[src/rtl/fetch_pkg.sv]
// Shared types and default parameters for the fetch program-counter unit.
// The state encoding is shared with any stage that observes fetch status.
package fetch_pkg;

    typedef enum logic [1:0] {
        BOOT   = 2'd0,
        FETCH  = 2'd1,
        HALTED = 2'd2
    } fetch_state_e;

    localparam int DEF_PC_SIZE    = 32;
    localparam int DEF_INST_BYTES = 4;
    localparam int DEF_N_REDIR    = 3;
    localparam int DEF_EPOCH_W    = 2;

endpackage

[src/rtl/redir_arbiter.sv]
// Fixed-priority redirect select; channel 0 wins.
// Purely combinational; also aligns the target and flags dropped low bits.
module redir_arbiter
    import fetch_pkg::*;
#(
    parameter int PC_SIZE    = DEF_PC_SIZE,
    parameter int INST_BYTES = DEF_INST_BYTES,
    parameter int N_REDIR    = DEF_N_REDIR
) (
    input  logic [N_REDIR-1:0]         redir_valid,
    input  logic [N_REDIR*PC_SIZE-1:0] redir_target,
    output logic                       any_valid,
    output logic [PC_SIZE-1:0]         target,
    output logic                       misalign
);

    logic [PC_SIZE-1:0] raw_target;
    logic [PC_SIZE-1:0] low_mask;

    // Walk from lowest to highest priority so channel 0 is written last.
    always_comb begin
        any_valid  = 1'b0;
        raw_target = '0;
        for (int i = N_REDIR - 1; i >= 0; i--) begin
            if (redir_valid[i]) begin
                any_valid  = 1'b1;
                raw_target = redir_target[i*PC_SIZE +: PC_SIZE];
            end
        end
    end

    assign low_mask = PC_SIZE'(INST_BYTES - 1);
    assign misalign = |(raw_target & low_mask);
    assign target   = raw_target & ~low_mask;

endmodule

[src/rtl/fetch_pc_unit.sv]
// Fetch PC holder and fetch-request generator with prioritised redirects,
// epoch tagging of requests and a sequential halt address.
module fetch_pc_unit
    import fetch_pkg::*;
#(
    parameter int                  PC_SIZE    = DEF_PC_SIZE,
    parameter int                  INST_BYTES = DEF_INST_BYTES,
    parameter int                  N_REDIR    = DEF_N_REDIR,
    parameter int                  EPOCH_W    = DEF_EPOCH_W,
    parameter logic [PC_SIZE-1:0]  HALT_PC    = {PC_SIZE{1'b1}}
) (
    input  logic                       clk,
    input  logic                       reset,
    input  logic [PC_SIZE-1:0]         entry,
    input  logic [N_REDIR-1:0]         redir_valid,
    input  logic [N_REDIR*PC_SIZE-1:0] redir_target,
    output logic                       req_valid,
    input  logic                       req_ready,
    output logic [PC_SIZE-1:0]         req_pc,
    output logic [EPOCH_W-1:0]         req_epoch,
    output logic                       redir_taken,
    output logic                       misalign,
    output logic                       halted
);

    fetch_state_e       state;
    logic [PC_SIZE-1:0] pc;
    logic [EPOCH_W-1:0] epoch;
    logic [PC_SIZE-1:0] seq_next;

    logic               any_valid;
    logic [PC_SIZE-1:0] win_target;
    logic               win_misalign;

    redir_arbiter #(
        .PC_SIZE    (PC_SIZE),
        .INST_BYTES (INST_BYTES),
        .N_REDIR    (N_REDIR)
    ) u_arb (
        .redir_valid  (redir_valid),
        .redir_target (redir_target),
        .any_valid    (any_valid),
        .target       (win_target),
        .misalign     (win_misalign)
    );

    assign seq_next  = pc + PC_SIZE'(INST_BYTES);
    assign req_pc    = pc;
    assign req_epoch = epoch;

    always_ff @(posedge clk or posedge reset) begin
        if (reset) begin
            state       <= BOOT;
            pc          <= '0;
            epoch       <= '0;
            req_valid   <= 1'b0;
            redir_taken <= 1'b0;
            misalign    <= 1'b0;
            halted      <= 1'b0;
        end else begin
            redir_taken <= 1'b0;
            misalign    <= 1'b0;
            case (state)
                BOOT: begin
                    pc        <= entry;
                    state     <= FETCH;
                    req_valid <= 1'b1;
                end
                FETCH, HALTED: begin
                    // A redirect also retracts an unaccepted request.
                    if (any_valid) begin
                        pc          <= win_target;
                        epoch       <= epoch + EPOCH_W'(1);
                        redir_taken <= 1'b1;
                        misalign    <= win_misalign;
                        state       <= FETCH;
                        req_valid   <= 1'b1;
                        halted      <= 1'b0;
                    end else if (state == FETCH && req_ready) begin
                        if (seq_next == HALT_PC) begin
                            state     <= HALTED;
                            req_valid <= 1'b0;
                            halted    <= 1'b1;
                        end else begin
                            pc <= seq_next;
                        end
                    end
                end
                default: begin
                    state     <= BOOT;
                    req_valid <= 1'b0;
                    halted    <= 1'b0;
                end
            endcase
        end
    end

endmodule

[config.mk]
export PLATFORM = sky130hd
export DESIGN_NAME = fetch_pc_unit
export DESIGN_NICKNAME = d
export VERILOG_FILES = /design/src/rtl/fetch_pkg.sv /design/src/rtl/redir_arbiter.sv /design/src/rtl/fetch_pc_unit.sv
export SDC_FILE = /design/constraint.sdc
export NUM_CORES = 1
export LEC_CHECK = 0
export BUFFER_PORTS_ARGS = -buffer_cell sky130_fd_sc_hd__buf_2
export CAP_MARGIN = 30
export CORE_MARGIN = 2
export CORE_UTILIZATION = 53
export CTS_BUF_LIST = sky130_fd_sc_hd__clkbuf_4 sky130_fd_sc_hd__clkbuf_8
export DETAILED_ROUTE_END_ITERATION = 7
export PLACE_DENSITY = 0.91
export SETUP_SLACK_MARGIN = 0.1
export SKIP_LAST_GASP = 1
export SLEW_MARGIN = 20
export SYNTH_ARGS = -nofsm -noshare
export SYNTH_HDL_FRONTEND = slang
export SYNTH_SLANG_ARGS = --single-unit
[constraint.sdc]
create_clock -name clk -period 7.95 [get_ports clk]
set_clock_uncertainty 0.2 [all_clocks]
set_input_delay 0.795 -clock clk [delete_from_list [all_inputs] [get_ports clk]]
set_output_delay 0.795 -clock clk [all_outputs]
set_load 0.01 [all_outputs]
==> results_dict.tcl, run 1 <==
set metrics [dict create \
    hold_viol_final 0 \
    core-area_sq_mm 0.00676 \
    whs_path_depth 1 \
    final_area_sq_mm 0.00464 \
    rsz0062_at_grt "no" \
    synth_area_sq_mm 0.00369 \
    worstPathRequired_ps 7890 \
    n_fill_cell 590 \
    synth.yosys.warnings 0 \
    overflow 0 \
    cp.arrival_ps 4070 \
    hold_buffers 0 \
    drc 0 \
    drive_gt1_share_pct 31.5 \
    wl_per_cell_um 19.2 \
    ys.flop_type "dfrtp_1" \
    holdCritPathClass "reg2reg" \
    min_period_ps 4130 \
    routed_wl_mm 13.6 \
    end_kind "register" \
    r2r_cells 8 \
    vdd_drop_max_v 0.000184 \
    die_y_um 87.4 \
    hpwl_mm 10.2 \
    n_antenna_cell 0 \
    syn_area_per_cell_sq_um 7.64 \
    h-tree-depth 2 \
    worstMarginPinSlew_ps 944 \
    maxSlewViolCount 0 \
    hp-start "req_epoch[1]$_DFFE_PP0P_" \
    cp_cell_sequence "ha_1 -> xnor2_1 -> or4_1 -> or4_1 -> nor4b_2 -> a31oi_1 -> a21oi_1 -> o21ai_0" \
    grt_pass1_vias 4277 \
    num_vias 4644 \
    finalCritPeriodShare_pct 52.0 \
    antenna_found_initial 0 \
    critPathKind "reg2reg" \
    rows 30 \
    dp_slack_ps 3790 \
    final_net_count 764 \
    cap_violations 0 \
    syn_inst 483 \
    slowest_stage "a21oi_1" \
    finalSetupTns_ps 0 \
    async_flop_share_pct 100 \
    cts-resized-gates 0 \
    clock_path_buffers 2 \
    final_cell_mix "buf_2, o21ai_0, nor2_1" \
    worst_slew_margin_rel_pct 36.5 \
    r2r-end "req_pc[7]$_DFFE_PP0P_" \
    reg2reg_slack_ps 3820 \
    ys_ff_latch 39 \
    io_buffers 171 \
    start_util_pct 54.6 \
    fmax_mhz 242 \
    slowest_delay_ps 650 \
    crit_path_start_kind "register" \
    via_per_inst 6.58 \
    ctsRootBufferMaster "clkbuf_8" \
    dr.first_iter.drc_count 353 \
    crit_top_cell "or4_1" \
    setup-violations-final 0 \
    cp_max_fo 12 \
    path_buf_inv 0 \
    drtAntennaViolNets 0 \
    p_leak_nw 2.11 \
    cp_top_family "simple AND/OR/NAND/NOR gates" \
    clock_sinks 39 \
    grt_pass1_wl_mm 21.3 \
    whs_endpoint "req_epoch[1]$_DFFE_PP0P_" \
    dieArea_sq_mm 0.00764 \
    dr.pass1.iters 5 \
    r2r-start "req_pc[3]$_DFFE_PP0P_" \
    placed_area_sq_mm 0.00450 \
    grt_usage_pct 35.2 \
    ys_types 59 \
    die_x_um 87.4 \
    cts_setup_buffers 0 \
    gp_routability_congestion 0.961 \
    status "finished clean" \
    cts_tree "done" \
    cts_buffers 5 \
    grt_max_degree 65 \
    synth_edf_count 0 \
    final_common_cell "buf_2" \
    clkLatencyLatePin_ps 300 \
    p_per_area_mw_per_mm2 317 \
    final_util_pct 68.6 \
    synth-seq-area-share_pct 26.4 \
    path_clk_slew_ps 90 \
    synth_nets 622 \
    layout_setup_ws_ps 3820 \
    ios 172 \
    syn_to_final_growth_pct 25.7 \
]
[synthesized netlist by cell type (7+ instances only)]
| master | number | area (sq um) |
|---|---|---|
| o21ai_0 | 45 | 225 |
| nor2_1 | 44 | 165 |
| nand2_1 | 40 | 150 |
| dfrtp_1 | 39 | 976 |
| a22oi_1 | 34 | 255 |
| a21oi_1 | 33 | 165 |
| clkbuf_1 | 28 | 105 |
| inv_1 | 19 | 71.3 |
| mux2i_1 | 16 | 160 |
| nand3_1 | 16 | 80.1 |
| nand4_1 | 15 | 93.8 |
| xnor2_1 | 11 | 96.3 |
| and3_1 | 8 | 50.1 |
| nor4_1 | 8 | 50.1 |
| o211ai_1 | 8 | 60.1 |
| o311ai_0 | 8 | 70.1 |
| a31oi_1 | 7 | 43.8 |
| nor3_1 | 7 | 35.0 |
[through the flow]
stage	power (mW)	hold WS, ps	std cells
after floorplan	0.996	307	483
after global placement	1.26	255	695
after detailed placement	1.28	284	696
after CTS	1.44	305	704
after global routing	1.57	321	706
final	1.47	303	706
[routing by layer]
metal | global-route usage (%) | share of wire (%)
met1 | 46.6 | 40
met2 | 56.5 | 48
met3 | 8.34 | 9.6
met4 | 11.0 | 2.6
met5 | 0 | 0
[cell type report]
cell class | instances | area, sq um | share of cell area (%)
Clock inverter | 1 | 7.51 | 0.162
Sequential cell | 39 | 976 | 21.0
Clock buffer | 7 | 96.3 | 2.08
Timing Repair Buffer | 177 | 918 | 19.8
Multi-Input combinational cell | 383 | 2470 | 53.2
Tap cell | 80 | 100 | 2.16
Inverter | 19 | 71.3 | 1.54
[cells by family after synthesis]
kind of cell / Yosys count / share of synthesized area [%]
compound gates: 180 / 33.1
flops: 39 / 26.4
mux: 19 / 5.36
buf+inv: 61 / 7.09
xor+xnor: 15 / 3.56
simple gates: 164 / 22.7
fa+ha+maj: 5 / 1.70
[power breakdown]
group	total (mW)	switching (mW)	internal [mW]
Clock	0.158	0.0792	0.0791
Sequential	0.507	0.216	0.291
Combinational	0.804	0.462	0.342
Total	1.47	0.757	0.712
[flip-flops by register name, indices dropped and copies added (netlist names)]
signal,count
halted,1
req_pc,32
misalign,1
req_epoch,2
redir_taken,1
state,2
[how the worst max path moves through the flow]
stage	start	to	slack [ps]	cells past startpoint
after global routing	req_pc[3]$_DFFE_PP0P_	req_pc[7]$_DFFE_PP0P_	3600	8
after global placement	redir_valid[0]	req_pc[29]$_DFFE_PP0P_	3900	6
after CTS	req_pc[3]$_DFFE_PP0P_	req_pc[7]$_DFFE_PP0P_	3950	8
after detailed placement	redir_valid[0]	req_pc[29]$_DFFE_PP0P_	3790	6
final	req_pc[3]$_DFFE_PP0P_	req_pc[7]$_DFFE_PP0P_	3820	8
after floorplan	req_pc[2]$_DFFE_PP0P_	req_pc[29]$_DFFE_PP0P_	4700	9
(Power assumes the default switching activity.)
==> run 2, diff against run 1 <==
Settings changed: CORE_UTILIZATION 53 to 44, PLACE_DENSITY 0.91 to 0.81.
Clock period 7.95 ns to 3.45 ns, I/O delays scaled along.
==> run 2 against run 1 <==
Effect of this change: flip-flop and latch count unchanged; core utilization down 7.8 points; routed wire length up 7.3%; combinational power rose to 2.6 times the previous value; register-to-register slack worse by 3600 ps; via count up 2.8%; worst hold slack worse by 150 ps; cell area up 7.2%; clock power rose to 3.1 times the previous value; global-route usage down 3.4 points; non-clock buffer count up 30; largest cell class unchanged; highest routed layer unchanged.
==> results_dict.tcl, run 2 (same netlist as run 1, synthesis figures left out) <==
set metrics [dict create \
    rsz0062_at_grt "yes" \
    setup-violations-final 0 \
    p_leak_nw 2.28 \
    largest_reg_flops 32 \
    holdCritPathClass "in2reg" \
    clock_sinks 39 \
    end_kind "register" \
    clkLatencyLatePin_ps 300 \
    min_period_ps 3260 \
    grt_pass1_wl_mm 22.5 \
    dieArea_sq_mm 0.00913 \
    drtAntennaViolNets 0 \
    ctsRootBufferMaster "clkbuf_8" \
    cp.arrival_ps 3250 \
    crit_path_start_kind "register" \
    switching_share_pct 49.1 \
    status "finished clean" \
    stdcell_count 761 \
    p_switching_mw 1.83 \
    fmax_mhz 306 \
    final_common_cell "buf_2" \
    dp_cells 746 \
    wl_per_cell_um 19.1 \
    p_comb_share_pct 57.2 \
    hpwl_mm 11.0 \
    overflow 0 \
    finalCritPeriodShare_pct 94.6 \
    p_int_mw 1.90 \
    final_cell_mix "buf_2, o21ai_0, nor2_1" \
    worst_slew_margin_rel_pct 55.0 \
    antenna_found_initial 0 \
    dr.pass1.iters 6 \
    grt_usage_pct 31.8 \
    die_y_um 95.6 \
    cp_max_fo 7 \
    grt_pass1_vias 4445 \
    power.share.sequential_pct 29.8 \
    cap_violations 0 \
    rows 33 \
    gp_routability_congestion 0.951 \
    worstMarginPinSlew_ps 672 \
    n_antenna_cell 0 \
    ios 172 \
    routed_wl_mm 14.5 \
    die_x_um 95.6 \
    h-tree-depth 2 \
    drc 0 \
    p_clk_share_pct 13.0 \
    critPathKind "reg2reg" \
    drive_gt1_share_pct 36.4 \
    grt_max_degree 56 \
    clock_path_buffers 2 \
    core-area_sq_mm 0.00818 \
    io_buffers 171 \
    via_per_inst 6.27 \
    hold_viol_final 0 \
    num_vias 4774 \
    vdd_drop_max_v 0.000301 \
    worstPathRequired_ps 3440 \
    finalSetupTns_ps 0 \
    dr.first_iter.drc_count 384 \
    maxSlewViolCount 0 \
    start_util_pct 45.1 \
    syn_to_final_growth_pct 34.7 \
    p_per_area_mw_per_mm2 750 \
    path_clk_slew_ps 90 \
    cts_buffers 5 \
    final_net_count 794 \
    cts_tree "done" \
]
[run 2: repair_timing]
item / 4_1_cts / 5_1_grt
hold buffers: 1 / 0
setup buffers: 2 / 4
resized for setup: 6 / 12
setup endpoints to repair: 21 / 29
pin swaps: 2 / 5
endpoints found under the hold margin: 32 / 0
[run 2: final timing paths]
kind / from / end / slack, ps / cells after the start
worst max register to register: req_pc[2]$_DFFE_PP0P_ / req_pc[30]$_DFFE_PP0P_ / 190 / 11
max in group asynchronous: reset / req_pc[17]$_DFFE_PP0P_ / 2130 / 4
worst min-delay path: redir_target[1] / misalign$_DFF_PP0_ / 150 / 3
worst max-delay path: req_pc[2]$_DFFE_PP0P_ / req_pc[30]$_DFFE_PP0P_ / 190 / 11
min in group asynchronous: reset / req_pc[19]$_DFFE_PP0P_ / 510 / 4
worst min register to register: req_epoch[1]$_DFFE_PP0P_ / req_epoch[1]$_DFFE_PP0P_ / 270 / 1
[run 2: cell type report]
cell class | count | area [sq um]
multi-input combinational | 383 | 2520
sequential | 39 | 985
fill | 772 | 3210
tap | 105 | 131
inverter | 19 | 71.3
timing repair buffer | 207 | 1130
clock inverter | 2 | 60.1
clock buffer | 6 | 76.3
[run 2: critical path, cell delays in order (launching register included)]
cell and delay, ps:
dfrtp_1 440, ha_4 210, buf_4 150, a21oi_1 160, o311a_1 170, a31oi_1 40
or4_4 550, nor4b_4 450, a31o_4 280, o21ai_4 120, buf_4 180, o211a_1 200
[run 2: routing by layer]
metal	vias up	part of all wire, %	routed length [um]	global-route usage, %
li1	2186	-	-	-
met1	2248	40	5800	43.1
met2	310	48	6910	52.7
met3	30	11	1560	5.14
met4	0	1.9	272	8.10
met5	-	0	0	0
[run 2: metrics by stage]
step,setup WS (ps),util [%],hold slack (ps),total power [mW],instance area (sq um)
finish,186,60.8,151,3.73,4970
global route,85.8,60.8,177,3.97,4970
CTS,126,59.8,149,3.62,4890
detailed placement,-2.48,57.6,270,3.11,4710
global placement,82.1,57.6,260,3.06,4710
floorplan,199,-,307,2.30,3690
[run 2: power by group through the flow]
stage | Combinational, mW | Sequential, mW | Clock (mW)
floorplan | 1.28 | 1.01 | 0
global placement | 1.98 | 1.08 | 0
detailed placement | 2.03 | 1.08 | 0
CTS | 2.07 | 1.08 | 0.479
global route | 2.33 | 1.14 | 0.498
finish | 2.13 | 1.11 | 0.483
